**src/rtl/kws_pkg.sv**
```systemverilog
// Shared types and defaults for the keyword-spotting decision block.
// Holds the FSM state enum (REFRACT exists only with KWS_REFRACTORY_EN).
package kws_pkg;

  localparam int NUM_CLASSES_DEF = 10;
  localparam int SCORE_BITS_DEF  = 8;
  localparam int SILENCE_IDX_DEF = 0;

  typedef enum logic [1:0] {
    ST_COLLECT,
    ST_DECIDE,
    ST_REPORT
`ifdef KWS_REFRACTORY_EN
    ,
    ST_REFRACT
`endif
  } state_e;

endpackage

```
**src/rtl/kws_if.sv**
```systemverilog
// Score stream interface: one class score per beat, valid/ready handshake.
// master drives score_in/score_valid/score_last; slave drives score_ready.
interface kws_if
  import kws_pkg::*;
#(
  parameter int SCORE_BITS = SCORE_BITS_DEF
);

  logic [SCORE_BITS-1:0] score_in;
  logic                  score_valid;
  logic                  score_last;
  logic                  score_ready;

  modport master (
    output score_in,
    output score_valid,
    output score_last,
    input  score_ready
  );

  modport slave (
    input  score_in,
    input  score_valid,
    input  score_last,
    output score_ready
  );

endinterface

```
**src/rtl/kws_argmax.sv**
```systemverilog
// Streaming argmax: keeps the best score and its index over a frame.
// Ports: clk, rst, clr_i, en_i, first_i, score_i, idx_i -> best_score_o, best_idx_o.
module kws_argmax #(
  parameter int SCORE_BITS = 8,
  parameter int IDX_W      = 4
) (
  input  logic                  clk,
  input  logic                  rst,
  input  logic                  clr_i,
  input  logic                  en_i,
  input  logic                  first_i,
  input  logic [SCORE_BITS-1:0] score_i,
  input  logic [IDX_W-1:0]      idx_i,
  output logic [SCORE_BITS-1:0] best_score_o,
  output logic [IDX_W-1:0]      best_idx_o
);

  logic [SCORE_BITS-1:0] best_score_q;
  logic [IDX_W-1:0]      best_idx_q;

  // strict > so equal scores keep the earlier (lower) index
  always_ff @(posedge clk) begin
    if (rst || clr_i) begin
      best_score_q <= '0;
      best_idx_q   <= '0;
    end else if (en_i && (first_i || score_i > best_score_q)) begin
      best_score_q <= score_i;
      best_idx_q   <= idx_i;
    end
  end

  assign best_score_o = best_score_q;
  assign best_idx_o   = best_idx_q;

endmodule

```
**src/rtl/kws_decision.sv**
```systemverilog
// Keyword-spotting decision: per-frame argmax, threshold, N-hit debounce.
// Ports: clk, rst, score_if (slave), threshold, min_hits ->
//   det_valid, det_class, det_score, frame_err.
// Optional: KWS_REFRACTORY_EN adds a REFRACT state that swallows
//   REFRACT_FRAMES whole frames after every detection.
module kws_decision
  import kws_pkg::*;
#(
  parameter int NUM_CLASSES    = NUM_CLASSES_DEF,
  parameter int SCORE_BITS     = SCORE_BITS_DEF,
  parameter int SILENCE_IDX    = SILENCE_IDX_DEF,
  parameter int REFRACT_FRAMES = 4
) (
  input  logic                           clk,
  input  logic                           rst,
  kws_if.slave                           score_if,
  input  logic [SCORE_BITS-1:0]          threshold,
  input  logic [2:0]                     min_hits,
  output logic                           det_valid,
  output logic [$clog2(NUM_CLASSES)-1:0] det_class,
  output logic [SCORE_BITS-1:0]          det_score,
  output logic                           frame_err
);

  localparam int IDX_W = $clog2(NUM_CLASSES);
  localparam logic [IDX_W-1:0] LAST_IDX = IDX_W'(NUM_CLASSES - 1);
  localparam logic [IDX_W-1:0] SIL_IDX  = IDX_W'(SILENCE_IDX);

  state_e                state_q, state_d;
  logic [IDX_W-1:0]      idx_q, idx_d;
  logic                  err_q, err_d;
  logic [2:0]            hits_q, hits_d;
  logic [IDX_W-1:0]      last_q, last_d;
  logic [IDX_W-1:0]      cls_q, cls_d;
  logic [SCORE_BITS-1:0] scr_q, scr_d;

`ifdef KWS_REFRACTORY_EN
  localparam int RW = (REFRACT_FRAMES > 1) ? $clog2(REFRACT_FRAMES) : 1;
  logic [RW-1:0] refr_q, refr_d;
`endif

  logic                  acc;
  logic                  fend;
  logic                  in_rx;
  logic [SCORE_BITS-1:0] best_score;
  logic [IDX_W-1:0]      best_idx;
  logic                  qual;
  logic [2:0]            need;

  always_comb begin
    in_rx = (state_q == ST_COLLECT);
`ifdef KWS_REFRACTORY_EN
    in_rx = in_rx || (state_q == ST_REFRACT);
`endif
  end

  assign score_if.score_ready = !rst && in_rx;
  assign acc  = score_if.score_valid && score_if.score_ready;
  // frame closes on score_last or on the last class slot, whichever first
  assign fend = acc && (score_if.score_last || idx_q == LAST_IDX);

  kws_argmax #(
    .SCORE_BITS (SCORE_BITS),
    .IDX_W      (IDX_W)
  ) u_argmax (
    .clk          (clk),
    .rst          (rst),
    .clr_i        (state_q != ST_COLLECT),
    .en_i         (acc && state_q == ST_COLLECT),
    .first_i      (idx_q == '0),
    .score_i      (score_if.score_in),
    .idx_i        (idx_q),
    .best_score_o (best_score),
    .best_idx_o   (best_idx)
  );

  assign qual = (best_score >= threshold) && (best_idx != SIL_IDX);
  assign need = (min_hits == 3'd0) ? 3'd1 : min_hits;

  always_comb begin
    state_d   = state_q;
    idx_d     = idx_q;
    err_d     = err_q;
    hits_d    = hits_q;
    last_d    = last_q;
    cls_d     = cls_q;
    scr_d     = scr_q;
    det_valid = 1'b0;
    frame_err = 1'b0;
`ifdef KWS_REFRACTORY_EN
    refr_d    = refr_q;
`endif
    unique case (state_q)
      ST_COLLECT: begin
        if (acc) begin
          idx_d = idx_q + 1'b1;
        end
        if (fend) begin
          idx_d   = '0;
          err_d   = !(score_if.score_last && idx_q == LAST_IDX);
          state_d = ST_DECIDE;
        end
      end
      ST_DECIDE: begin
        state_d = ST_COLLECT;
        err_d   = 1'b0;
        if (err_q) begin
          frame_err = 1'b1;
          hits_d    = '0;
        end else begin
          if (!qual) begin
            hits_d = '0;
          end else if (best_idx == last_q) begin
            hits_d = (hits_q == 3'd7) ? 3'd7 : hits_q + 3'd1;
          end else begin
            hits_d = 3'd1;
            last_d = best_idx;
          end
          if (hits_d >= need) begin
            state_d = ST_REPORT;
            cls_d   = best_idx;
            scr_d   = best_score;
          end
        end
      end
      ST_REPORT: begin
        det_valid = 1'b1;
        hits_d    = '0;
        state_d   = ST_COLLECT;
`ifdef KWS_REFRACTORY_EN
        refr_d = '0;
        if (REFRACT_FRAMES > 0) begin
          state_d = ST_REFRACT;
        end
`endif
      end
`ifdef KWS_REFRACTORY_EN
      ST_REFRACT: begin
        if (acc) begin
          idx_d = idx_q + 1'b1;
        end
        if (fend) begin
          idx_d = '0;
          if (int'(refr_q) == REFRACT_FRAMES - 1) begin
            refr_d  = '0;
            state_d = ST_COLLECT;
          end else begin
            refr_d = refr_q + 1'b1;
          end
        end
      end
`endif
      default: state_d = ST_COLLECT;
    endcase
    if (rst) begin
      det_valid = 1'b0;
      frame_err = 1'b0;
    end
  end

  always_ff @(posedge clk) begin
    if (rst) begin
      state_q <= ST_COLLECT;
      idx_q   <= '0;
      err_q   <= 1'b0;
      hits_q  <= '0;
      last_q  <= '0;
      cls_q   <= '0;
      scr_q   <= '0;
    end else begin
      state_q <= state_d;
      idx_q   <= idx_d;
      err_q   <= err_d;
      hits_q  <= hits_d;
      last_q  <= last_d;
      cls_q   <= cls_d;
      scr_q   <= scr_d;
    end
  end

`ifdef KWS_REFRACTORY_EN
  always_ff @(posedge clk) begin
    if (rst) begin
      refr_q <= '0;
    end else begin
      refr_q <= refr_d;
    end
  end
`endif

  assign det_class = cls_q;
  assign det_score = scr_q;

endmodule

```
**src/flat_wrapper.sv**
```systemverilog
// flat-port wrapper written by rule: the top's interface ports become plain ports
module kws_decision_flat import kws_pkg::*;
#(
  parameter int NUM_CLASSES    = NUM_CLASSES_DEF,
  parameter int SCORE_BITS     = SCORE_BITS_DEF,
  parameter int SILENCE_IDX    = SILENCE_IDX_DEF,
  parameter int REFRACT_FRAMES = 4
)
  (clk, rst, threshold, min_hits, det_valid, det_class, det_score, frame_err, score_if_score_in, score_if_score_valid, score_if_score_last, score_if_score_ready);
  kws_if #(.SCORE_BITS(SCORE_BITS)) score_if_i ();
  input  logic clk;
  input  logic rst;
  input  logic [SCORE_BITS-1:0] threshold;
  input  logic [2:0] min_hits;
  output logic det_valid;
  output logic [$clog2(NUM_CLASSES)-1:0] det_class;
  output logic [SCORE_BITS-1:0] det_score;
  output logic frame_err;
  input wire logic [$bits(score_if_i.score_in)-1:0] score_if_score_in;
  input wire logic [$bits(score_if_i.score_valid)-1:0] score_if_score_valid;
  input wire logic [$bits(score_if_i.score_last)-1:0] score_if_score_last;
  output wire logic [$bits(score_if_i.score_ready)-1:0] score_if_score_ready;
  assign score_if_i.score_in = score_if_score_in;
  assign score_if_i.score_valid = score_if_score_valid;
  assign score_if_i.score_last = score_if_score_last;
  assign score_if_score_ready = score_if_i.score_ready;
  kws_decision #(.NUM_CLASSES(NUM_CLASSES), .SCORE_BITS(SCORE_BITS), .SILENCE_IDX(SILENCE_IDX), .REFRACT_FRAMES(REFRACT_FRAMES)) u_core (.clk(clk), .rst(rst), .score_if(score_if_i), .threshold(threshold), .min_hits(min_hits), .det_valid(det_valid), .det_class(det_class), .det_score(det_score), .frame_err(frame_err));
endmodule
```
**config.mk**
```make
export PLATFORM = sky130hd
export DESIGN_NAME = kws_decision_flat
export DESIGN_NICKNAME = d
export VERILOG_FILES = /design/src/rtl/kws_pkg.sv /design/src/rtl/kws_if.sv /design/src/rtl/kws_argmax.sv /design/src/rtl/kws_decision.sv /design/src/flat_wrapper.sv
export SDC_FILE = /design/constraint.sdc
export NUM_CORES = 1
export LEC_CHECK = 0
export BUFFER_PORTS_ARGS = -buffer_cell sky130_fd_sc_hd__buf_2
export CAP_MARGIN = 20
export CORE_AREA = 2 2 91 110
export DETAILED_ROUTE_END_ITERATION = 10
export DIE_AREA = 0 0 93 112
export GPL_TIMING_DRIVEN = 0
export SLEW_MARGIN = 20
export SYNTH_ARGS = -nofsm -noshare
export SYNTH_HDL_FRONTEND = slang
export SYNTH_SLANG_ARGS = --single-unit
```
**constraint.sdc**
```tcl
create_clock -name clk -period 5.33 [get_ports clk]
set_input_delay 0.2665 -clock clk [delete_from_list [all_inputs] [get_ports clk]]
set_output_delay 0.2665 -clock clk [all_outputs]
set_load 0.02 [all_outputs]
```
-- After elaboration in Yosys (flattened, before gate mapping)
Index checks and enable logic that the tools add are counted.
- bits in registers: 38
- latch bits: 0
- memory bits (writable): 0
- bits in read-only memories: 0
- input bits: 23
- output and inout port bits: 15
- logic and storage cells: 67
- memories kept: 0
- add/subtract/negate cells: 2
- multipliers: 0
- divide/modulo/power cells: 0
- magnitude comparators: 3
- equal/unequal tests: 6
- shift operators: 0
- muxes and demuxes: 21
- bitwise operators: 2
- reduce and logical (&&, ||, !) cells: 24
- operator list (kind ; count):
    $mux W3 ; 7
    $ge A8 B8 Y1 ; 1
    $gt A8 B8 Y1 ; 1
    $mux W4 ; 2
    $reduce_bool A2 Y1 ; 4
    $logic_and A1 B1 Y1 ; 7
    $mux W1 ; 6
    $mux W2 ; 3
    $pmux W3 S2 ; 1
    $add A4 B1 Y4 const B ; 1
    $eq A4 B4 Y1 ; 1
    $eq A4 B4 Y1 const B ; 1
    $logic_not A4 Y1 ; 1
    $pmux W2 S2 ; 1
    $reduce_and A2 Y1 ; 2
    $reduce_and A4 Y1 ; 1
    $reduce_bool A4 Y1 ; 1
    $add A3 B1 Y3 const B ; 1
    $eq A3 B3 Y1 const B ; 1
    $ge A3 B3 Y1 ; 1
    $logic_not A3 Y1 ; 1
    $logic_or A1 B1 Y1 ; 3
    $reduce_and A3 Y1 ; 1
    $eq A2 B1 Y1 const B ; 1
    6 further kinds ; 8

-- Depth between registers and ports, before layout
Gate-level depths: netlist of run 1.
- depth in word-level cells: 10
- depth in mapped cells: 13
- gate-level depth less buffers: 12

-- By module
Synthesis of run 1 repeated with hierarchy kept, for this count alone.
- cell total of the unflattened synthesis: 269
- area, all modules: 2263.4 um2
- by module, submodules not included (module ; times used ; cells each ; area each (um2) ; seq. area each (um2)):
    kws_decision ; 1 ; 189 ; 1577.8 ; 520.5
    kws_argmax ; 1 ; 80 ; 685.7 ; 240.2

-- Worst setup path before layout of run 1
OpenSTA, ideal clock, no wires.
- path kind: register to register
- start: reg u_core.u_argmax.best_score_q[0], in the netlist u_core.u_argmax.best_score_o[0]
- end: reg u_core.cls_q[0], in the netlist u_core.det_class[0]
- setup time: 70 ps
- data arrival time: 2554 ps
- required time: 5260 ps
- setup slack: 2705 ps
- stages on the path, launching flop included: 14
- buffers on the path: 1
- clock period less this slack: 2625 ps
- path through: dfxtp_1 inv_1 ha_1 nand2b_4 a2111oi_4 o41ai_4 nand3_1 nor2_1 ha_1 a21o_1 a21oi_1 clkbuf_1 o21ai_0 a21oi_1
- longest elaborated chain between the ends: 7
- RTL lines (what ; RTL line ; RTL):
    from (decl) ; kws_argmax.sv:18 ; logic [SCORE_BITS-1:0] best_score_q;
    from (signal assigned) ; kws_argmax.sv:27 ; best_score_q <= score_i;
    $ge A8 B8 Y1 ; kws_decision.sv:77 ; assign qual = (best_score >= threshold) && (best_idx != SIL_IDX);
    $logic_and A1 B1 Y1 ; kws_decision.sv:77 ;
    $mux W3 ; kws_decision.sv:111 ; if (!qual) begin
    $mux W3 ; kws_decision.sv:107 ; if (err_q) begin
    $mux W3 ; kws_decision.sv:93 ; unique case (state_q)
    $ge A3 B3 Y1 ; kws_decision.sv:119 ; if (hits_d >= need) begin
    $reduce_and A3 Y1 (no source line) ; -- ;
    to (signal assigned) ; kws_decision.sv:176 ; cls_q <= cls_d;
    to (decl) ; kws_decision.sv:34 ; logic [IDX_W-1:0] cls_q, cls_d;
No other way between the ends. The select of a mux whose other input is x is not followed.
A chain may end at the register's enable or synchronous reset.

-- Worst setup path after layout of run 1
- start: reg u_core.u_argmax.best_score_q[0], in the netlist u_core.u_argmax.best_score_o[0]
- end: reg u_core.scr_q[3], in the netlist u_core.det_score[3]
- longest elaborated chain between the ends: 7
- RTL lines (what ; RTL line ; RTL):
    $ge A8 B8 Y1 ; kws_decision.sv:77 ;
    $logic_and A1 B1 Y1 ; kws_decision.sv:77 ;
    $mux W3 ; kws_decision.sv:111 ;
    $mux W3 ; kws_decision.sv:107 ;
    $mux W3 ; kws_decision.sv:93 ;
    $ge A3 B3 Y1 ; kws_decision.sv:119 ;
    $reduce_and A3 Y1 (no source line) ; -- ;
    to (signal assigned) ; kws_decision.sv:177 ; scr_q <= scr_d;
    to (decl) ; kws_decision.sv:35 ; logic [SCORE_BITS-1:0] scr_q, scr_d;
No other way between the ends. The select of a mux whose other input is x is not followed.

==> results.tsv, run 1 <==
metric	value	unit
Reg2Reg Depth	13	
largest cells by area after synthesis	dfxtp_1 33%, ha_1 14%, mux2i_1 7.0%, inv_1 5.1%, a21oi_1 4.6%	
Worst Hold Launch	score_if_score_in[2]	
ANT cells	0	
post-synthesis mux area share	7.029	%
FP Rows	39	
post_cts resized	0	
RSZ-0062 raised after global routing	false	
Startpoint Class	register	
post-synthesis simple-gate area fraction	20.43	%
Clock Tree Root	clkbuf_16	
Hold Crit Endpoint	u_core.u_argmax.best_score_o[2]	
Sw Share	26.18	%
WP data arrival	3.35	ns
Clock Skews	0.008614	ns
post-synth cell types	39	
first-pass GRT wire length	9.094	mm
Post-Syn Instances	269	
syn nets	318	
count of pins over their slew limit	0	
CP Capture Type	register	
FFs w/ async S/R, synth	0	%
CTS clk-pin slew, worst paths	0.06	ns
initial antenna violation count	0	
CTS hold repair buffers	0	
final core utilization	29.46	%
PD cells	257.6	nW/um^2
worst setup path class	register to register	
number of H-tree levels	2	
worst vdd ir	0.1284	mV
Reg power frac	42.5	%
Post-synth EDFFs	0	
flop2flop setup slack	2.18	ns
wire per inst	12.09	um
Post-CTS Setup Repair Bufs	0	
yosys warns	0	
vias in the first global route	1951	
Worst Hold Class	primary input to register	
Commonest cells post-synth	38 x dfxtp_1, 31 x inv_1, 27 x nand2_1	
DP Wirelength	4.231	mm
leading area contributor after synthesis	dfxtp_1	
Final Hold Viols	0	
Setup TNS Final	0	ns
DR pass1 iterations	4	
total grt overflow	0	
post-synthesis sequential area ratio	33.39	%
outcome	completed	
Clk pwr share	42.0	%
Critical Path RT	5.54	ns
combinational share of power	15.4	%
leakage power	0.001290	uW
Internal	525.0	uW
total track usage	10.90	%
Max clock buf depth	2	
port bufs	36	
Synth Area in Compound Gates	14.22	%
XOR/XNOR share of the synthesized area	2.691	%
Nets	361	
share of layout cells above drive strength 1	16.29	%
worst slew pin tran	0.6915	ns
fillcell total	1028	
most frequent cell after synthesis	dfxtp_1	
r2r endpoint	u_core.det_score[3]	
Starting DRT DRC Count	94	
DRC viols	0	
DR vias	1961	
post-route ant nets	0	
max cap viols	0	
Final min period	3.147	ns
synthesized area per cell	8.470	um^2
Yosys top cell area share	33.39	%
largest net degree at the start of global routing	12	
synthesized area	2278	um^2
Area Overhead vs Synth	21.14	%
Worst R2R Start	u_core.u_argmax.best_score_o[0]	
Hold Path Depth	3	
Psw	186.2	uW
CTS tree	done	
die width	93	um
Top FF cell, synth	dfxtp_1	
via density per instance	4.498	
die area	10420	um^2
Initial Util	24.32	%
maximum clock rate	0.3177	GHz
die height	112	um
total CTS buffers	5	
final wirelength	5.272	mm
core footprint	9369	um^2
critical path peak fanout	10	
Clk Latency, worst-skew pair	0.28	ns
GPL Wtd Cong	0.8014	
clk sinks	38	
flops & latches, synth	38	
Post-Synth Adder-Cell Area	14.72	%
Final period util	59.05	%
largest family of logic cells by synthesized area	simple AND/OR/NAND/NOR gates	
worst rel slew slack	53.25	%
boundary pin count	38	
Final setup viols	0	
-- power groups by stage --
| stage | clock, uW | sequential [uW] | combinational (uW) |
|---|---|---|---|
| finish | 299 | 302 | 110 |
| global route | 318 | 304 | 126 |
| CTS | 306 | 303 | 112 |
| detailed placement | 0 | 309 | 111 |
| global placement | 0 | 309 | 107 |
| floorplan | 0 | 306 | 80.0 |
-- cell type report --
type	count	area (um^2)	area share (%)
multi-input cells	189	1346	48.78
flip-flops and latches	38	760.7	27.56
repair buffers	36	180.2	6.528
well taps	123	153.9	5.576
clock buffers	7	142.6	5.168
inverters	31	116.4	4.216
plain buffers	11	55.05	1.995
clock inverters	1	5.005	0.1813
-- flip-flops by register name (all words and copies together) (netlist names) --
register / flops
u_core.u_argmax.best_idx_o: 4
u_core.u_argmax.best_score_o: 8
u_core.hits_q: 3
u_core.err_q: 1
u_core.det_score: 8
u_core.det_class: 4
u_core.state_q: 2
u_core.idx_q: 4
u_core.last_q: 4
-- cell families after synthesis --
logic type      Yosys count
simple gates             89
compound gates           50
buf+inv                  42
flops                    38
fa+ha+maj                27
mux                      16
xor+xnor                  7
-- worst max-delay path, stage by stage, from the launching register on --
cell and delay, ns:
dfxtp_1 0.41, inv_1 0.06, ha_1 0.27, nand2b_4 0.12
a2111oi_4 0.07, o41ai_4 0.39, nand3_1 0.18, ha_1 0.32
nand2b_1 0.14, a21o_1 0.18, a21oi_1 0.25, clkbuf_1 0.35
o21ai_0 0.16, a21oi_1 0.16
-- routing by layer --
layer  part of all wire, %  vias to the layer above  wire (um)  GRT usage (%)
met3                   4.2                        6        222          2.571
met1                    45                      913       2373          13.29
met4                   1.2                        0         65          3.137
met5                     0                        -          0              0
met2                    50                       44       2611          18.99
li1                      -                      998          -              -
-- per-stage QoR --
stage	cell area, um^2	setup slack [ns]	cells	total power, uW	hold slack [ns]
floorplan	2278	2.705	269	385.6	0.3988
global placement	2613	2.262	428	415.6	0.4505
detailed placement	2613	2.190	428	419.2	0.4593
CTS	2760	2.143	436	720.6	0.2344
global route	2760	1.892	436	747.9	0.2494
finish	2760	2.183	436	711.1	0.2353
-- layout by cell type, fill, tap and decap left out, drive strengths merged, types with 2 or more instances in the layout --
master | Yosys | layout
buf | 5 | 41
nor2b | 4 | 4
xnor2 | 2 | 2
mux2i | 16 | 16
a21o | 2 | 2
clkbuf | 6 | 13
inv | 31 | 31
and3b | 2 | 2
a21oi | 21 | 21
xor2 | 5 | 5
o21a | 3 | 3
ha | 26 | 26
o21ai | 17 | 17
nor2 | 14 | 14
dfxtp | 38 | 38
nand2 | 27 | 27
nand2b | 13 | 13
nand3 | 17 | 17
and3 | 2 | 2
nand4 | 4 | 4
-- how the worst max path moves through the flow --
| stage | to | slack [ns] | startpoint | cells past startpoint |
|---|---|---|---|---|
| after floorplan | u_core.det_class[0] | 2.71 | u_core.u_argmax.best_score_o[0] | 13 |
| after global placement | u_core.det_score[2] | 2.26 | u_core.u_argmax.best_score_o[0] | 13 |
| after detailed placement | u_core.det_score[6] | 2.19 | u_core.u_argmax.best_score_o[0] | 13 |
| after CTS | u_core.det_score[6] | 2.14 | u_core.u_argmax.best_score_o[0] | 13 |
| after global routing | u_core.det_score[0] | 1.89 | u_core.u_argmax.best_score_o[0] | 13 |
| final | u_core.det_score[3] | 2.18 | u_core.u_argmax.best_score_o[0] | 13 |
(Power assumes the default switching activity.)
==> run 2: changes to the inputs <==
--- a/config.mk
+++ b/config.mk
@@ -5,11 +5,12 @@
 export SDC_FILE = /design/constraint.sdc
 export NUM_CORES = 1
 export LEC_CHECK = 0
+export ABC_AREA = 1
 export BUFFER_PORTS_ARGS = -buffer_cell sky130_fd_sc_hd__buf_2
 export CAP_MARGIN = 20
-export CORE_AREA = 2 2 91 110
+export CORE_AREA = 2 2 90 109
 export DETAILED_ROUTE_END_ITERATION = 10
-export DIE_AREA = 0 0 93 112
+export DIE_AREA = 0 0 92 111
 export GPL_TIMING_DRIVEN = 0
 export SLEW_MARGIN = 20
 export SYNTH_ARGS = -nofsm -noshare
==> constraint.sdc (replaced) <==
create_clock -name clk -period 2.8 [get_ports clk]
set_input_delay 0.14 -clock clk [delete_from_list [all_inputs] [get_ports clk]]
set_output_delay 0.14 -clock clk [all_outputs]
set_load 0.02 [all_outputs]
==> run 2 against run 1 <==
Compared with the run above: utilization rose by 0.65 points; sequential cell count unchanged; combinational power rose to 3.3 times the previous value; register-to-register slack lost 2.0 ns; total power grew 130%; non-clock buffer count is 2 lower; wire length shrank 2.8%; largest cell class unchanged; highest routed layer unchanged.
==> results.tsv, run 2 <==
metric	value	unit
Final period util	93.42	%
post-synthesis sequential area ratio	34.14	%
outcome	completed	
Clk Latency, worst-skew pair	0.28	ns
CP startpoint	u_core.u_argmax.best_score_o[7]	
Starting DRT DRC Count	59	
via density per instance	4.247	
GPL Wtd Cong	0.7510	
Initial Util	24.04	%
maximum clock rate	0.3823	GHz
DR pass1 iterations	4	
CP delay by family, top	simple AND/OR/NAND/NOR gates	
CP Capture Type	register	
Yosys top cell area share	34.14	%
first-pass GRT wire length	8.804	mm
core footprint	9271	um^2
worst setup path class	register to register	
CP Depth	15	
Hold Crit Endpoint	u_core.u_argmax.best_score_o[3]	
Final Hold Viols	0	
DP Wirelength	4.023	mm
die height	111	um
DRC viols	0	
PD cells	581.7	nW/um^2
share of layout cells above drive strength 1	21.57	%
Final min period	2.616	ns
Worst Hold Class	primary input to register	
Clock Skews	0.005418	ns
CTS tree	done	
count of pins over their slew limit	0	
syn nets	345	
Nets	392	
worst slew pin tran	0.3486	ns
vias in the first global route	1978	
CTS hold repair buffers	0	
Setup TNS Final	0	ns
boundary pin count	38	
DR vias	1979	
Post-Syn Instances	296	
number of H-tree levels	2	
flop2flop setup slack	0.18	ns
die area	10210	um^2
worst vdd ir	0.2442	mV
Area Overhead vs Synth	25.27	%
initial antenna violation count	0	
Top FF cell, synth	dfxtp_1	
synthesized area per cell	7.528	um^2
WP buf/inv	2	
Critical Path, Cell by Cell	ha_1 -> nand2_1 -> nor2_2 -> nand4_1 -> nand3_4 -> nand2_1 -> nor3_2 -> ha_1 -> a21oi_2 -> o211ai_1 -> nand2_1 -> inv_2 -> buf_4 -> o21ai_0 -> a21oi_1	
Clock Tree Root	clkbuf_16	
worst rel slew slack	76.58	%
critical path peak fanout	10	
CTS clk-pin slew, worst paths	0.06	ns
largest cells by area after synthesis	dfxtp_1 34%, ha_1 15%, nand2_1 9.4%, inv_1 7.7%, a21oi_1 5.6%	
Max clock buf depth	2	
Hold Path Depth	3	
CP max-delay cell	dfxtp_1	
WP data arrival	2.79	ns
Max stage delay on crit path	0.33	ns
total power	1624	uW
commonest non-fill, non-tap cells in the layout	56 x nand2_1, 45 x inv_1, 39 x buf_2, 37 x dfxtp_1	
die width	92	um
port bufs	37	
r2r endpoint	u_core.det_score[2]	
most frequent cell after synthesis	nand2_1	
worst setup margin	0.1842	ns
largest net degree at the start of global routing	12	
total track usage	10.72	%
Critical Path RT	2.97	ns
Startpoint Class	register	
Worst Hold Launch	score_if_score_in[3]	
wire per inst	11.00	um
post-synth cell types	32	
commonest non-fill, non-tap cell in the layout	nand2_1	
RSZ-0062 raised after global routing	false	
Reg2Reg Depth	15	
leakage power	0.001390	uW
Commonest cells post-synth	56 x nand2_1, 46 x inv_1, 38 x dfxtp_1	
FFs w/ async S/R, synth	0	%
ANT cells	0	
synthesized area	2228	um^2
leading area contributor after synthesis	dfxtp_1	
total CTS buffers	5	
worst slack, placed	0.1331	ns
total grt overflow	0	
FP Rows	39	
Post-synth EDFFs	0	
post-route ant nets	0	
Final setup viols	0	
max cap viols	0	
CP most frequent cell	nand2_1	
final wirelength	5.127	mm
Worst R2R Start	u_core.u_argmax.best_score_o[7]	
flops & latches, synth	38	
clk sinks	38	
yosys warns	0	
==> run 2: cell families after synthesis <==
kind of cell | count (synthesis) | share of synthesized area [%]
AO/OA/AOI/OAI | 50 | 13.25
XOR/XNOR | 5 | 1.965
adder cells (fa/ha/maj) | 26 | 14.60
buffers and inverters | 53 | 9.826
flip-flops | 38 | 34.14
AND/OR/NAND/NOR | 124 | 26.22
==> run 2: worst max path at each step <==
| stage | endpoint | slack (ns) |
|---|---|---|
| floorplan | u_core.det_class[2] | 0.50 |
| global placement | u_core.det_score[1] | 0.16 |
| detailed placement | u_core.det_score[3] | 0.13 |
| CTS | u_core.det_score[3] | 0.10 |
| global route | u_core.det_class[2] | 0.00004 |
| finish | u_core.det_score[2] | 0.18 |
==> run 2: final cells by class <==
| class | count | area [um^2] |
|---|---|---|
| fillers | 997 | 6480 |
| multi-input cells | 205 | 1280 |
| flip-flops and latches | 38 | 762.0 |
| repair buffers | 40 | 207.7 |
| inverters | 48 | 182.7 |
| well taps | 123 | 153.9 |
| clock buffers | 6 | 138.9 |
| plain buffers | 5 | 36.28 |
| clock inverters | 1 | 30.03 |
==> run 2: worst min-delay path, cell delays in order <==
cell and delay [ns]:
buf_2 0.09, nand3_1 0.07, nand2_1 0.06
==> run 2: timing repair <==
action	in CTS	in global routing
resized for setup	0	14
buffers inserted	0	3
endpoints found under the setup margin	0	12
==> run 2: metrics by stage <==
stage               std cells  instance area, um^2  hold WS (ns)  utilization (%)
detailed placement        456                 2567        0.4018            27.69
global placement          456                 2567        0.3945            27.69
floorplan                 296                 2228        0.2091                -
finish                    466                 2791        0.1059            30.11
global route              466                 2791        0.1285            30.11
CTS                       463                 2736        0.1143            29.51
==> run 2: power by group <==
part	total [uW]	switching, uW	leakage, uW	internal, uW
Combinational	365	232	0.000998	134
Sequential	608	30.5	0.000309	577
Clock	650	211	0.0000829	439
==> run 2: layer usage <==
layer	GRT usage, %	routed length, um	share of wire (%)	vias up
li1	-	-	-	1050
met1	11.56	2184	43	901
met2	20.05	2730	53	23
met3	2.447	126	2.5	5
met4	3.980	85	1.7	0
met5	0	0	0	-
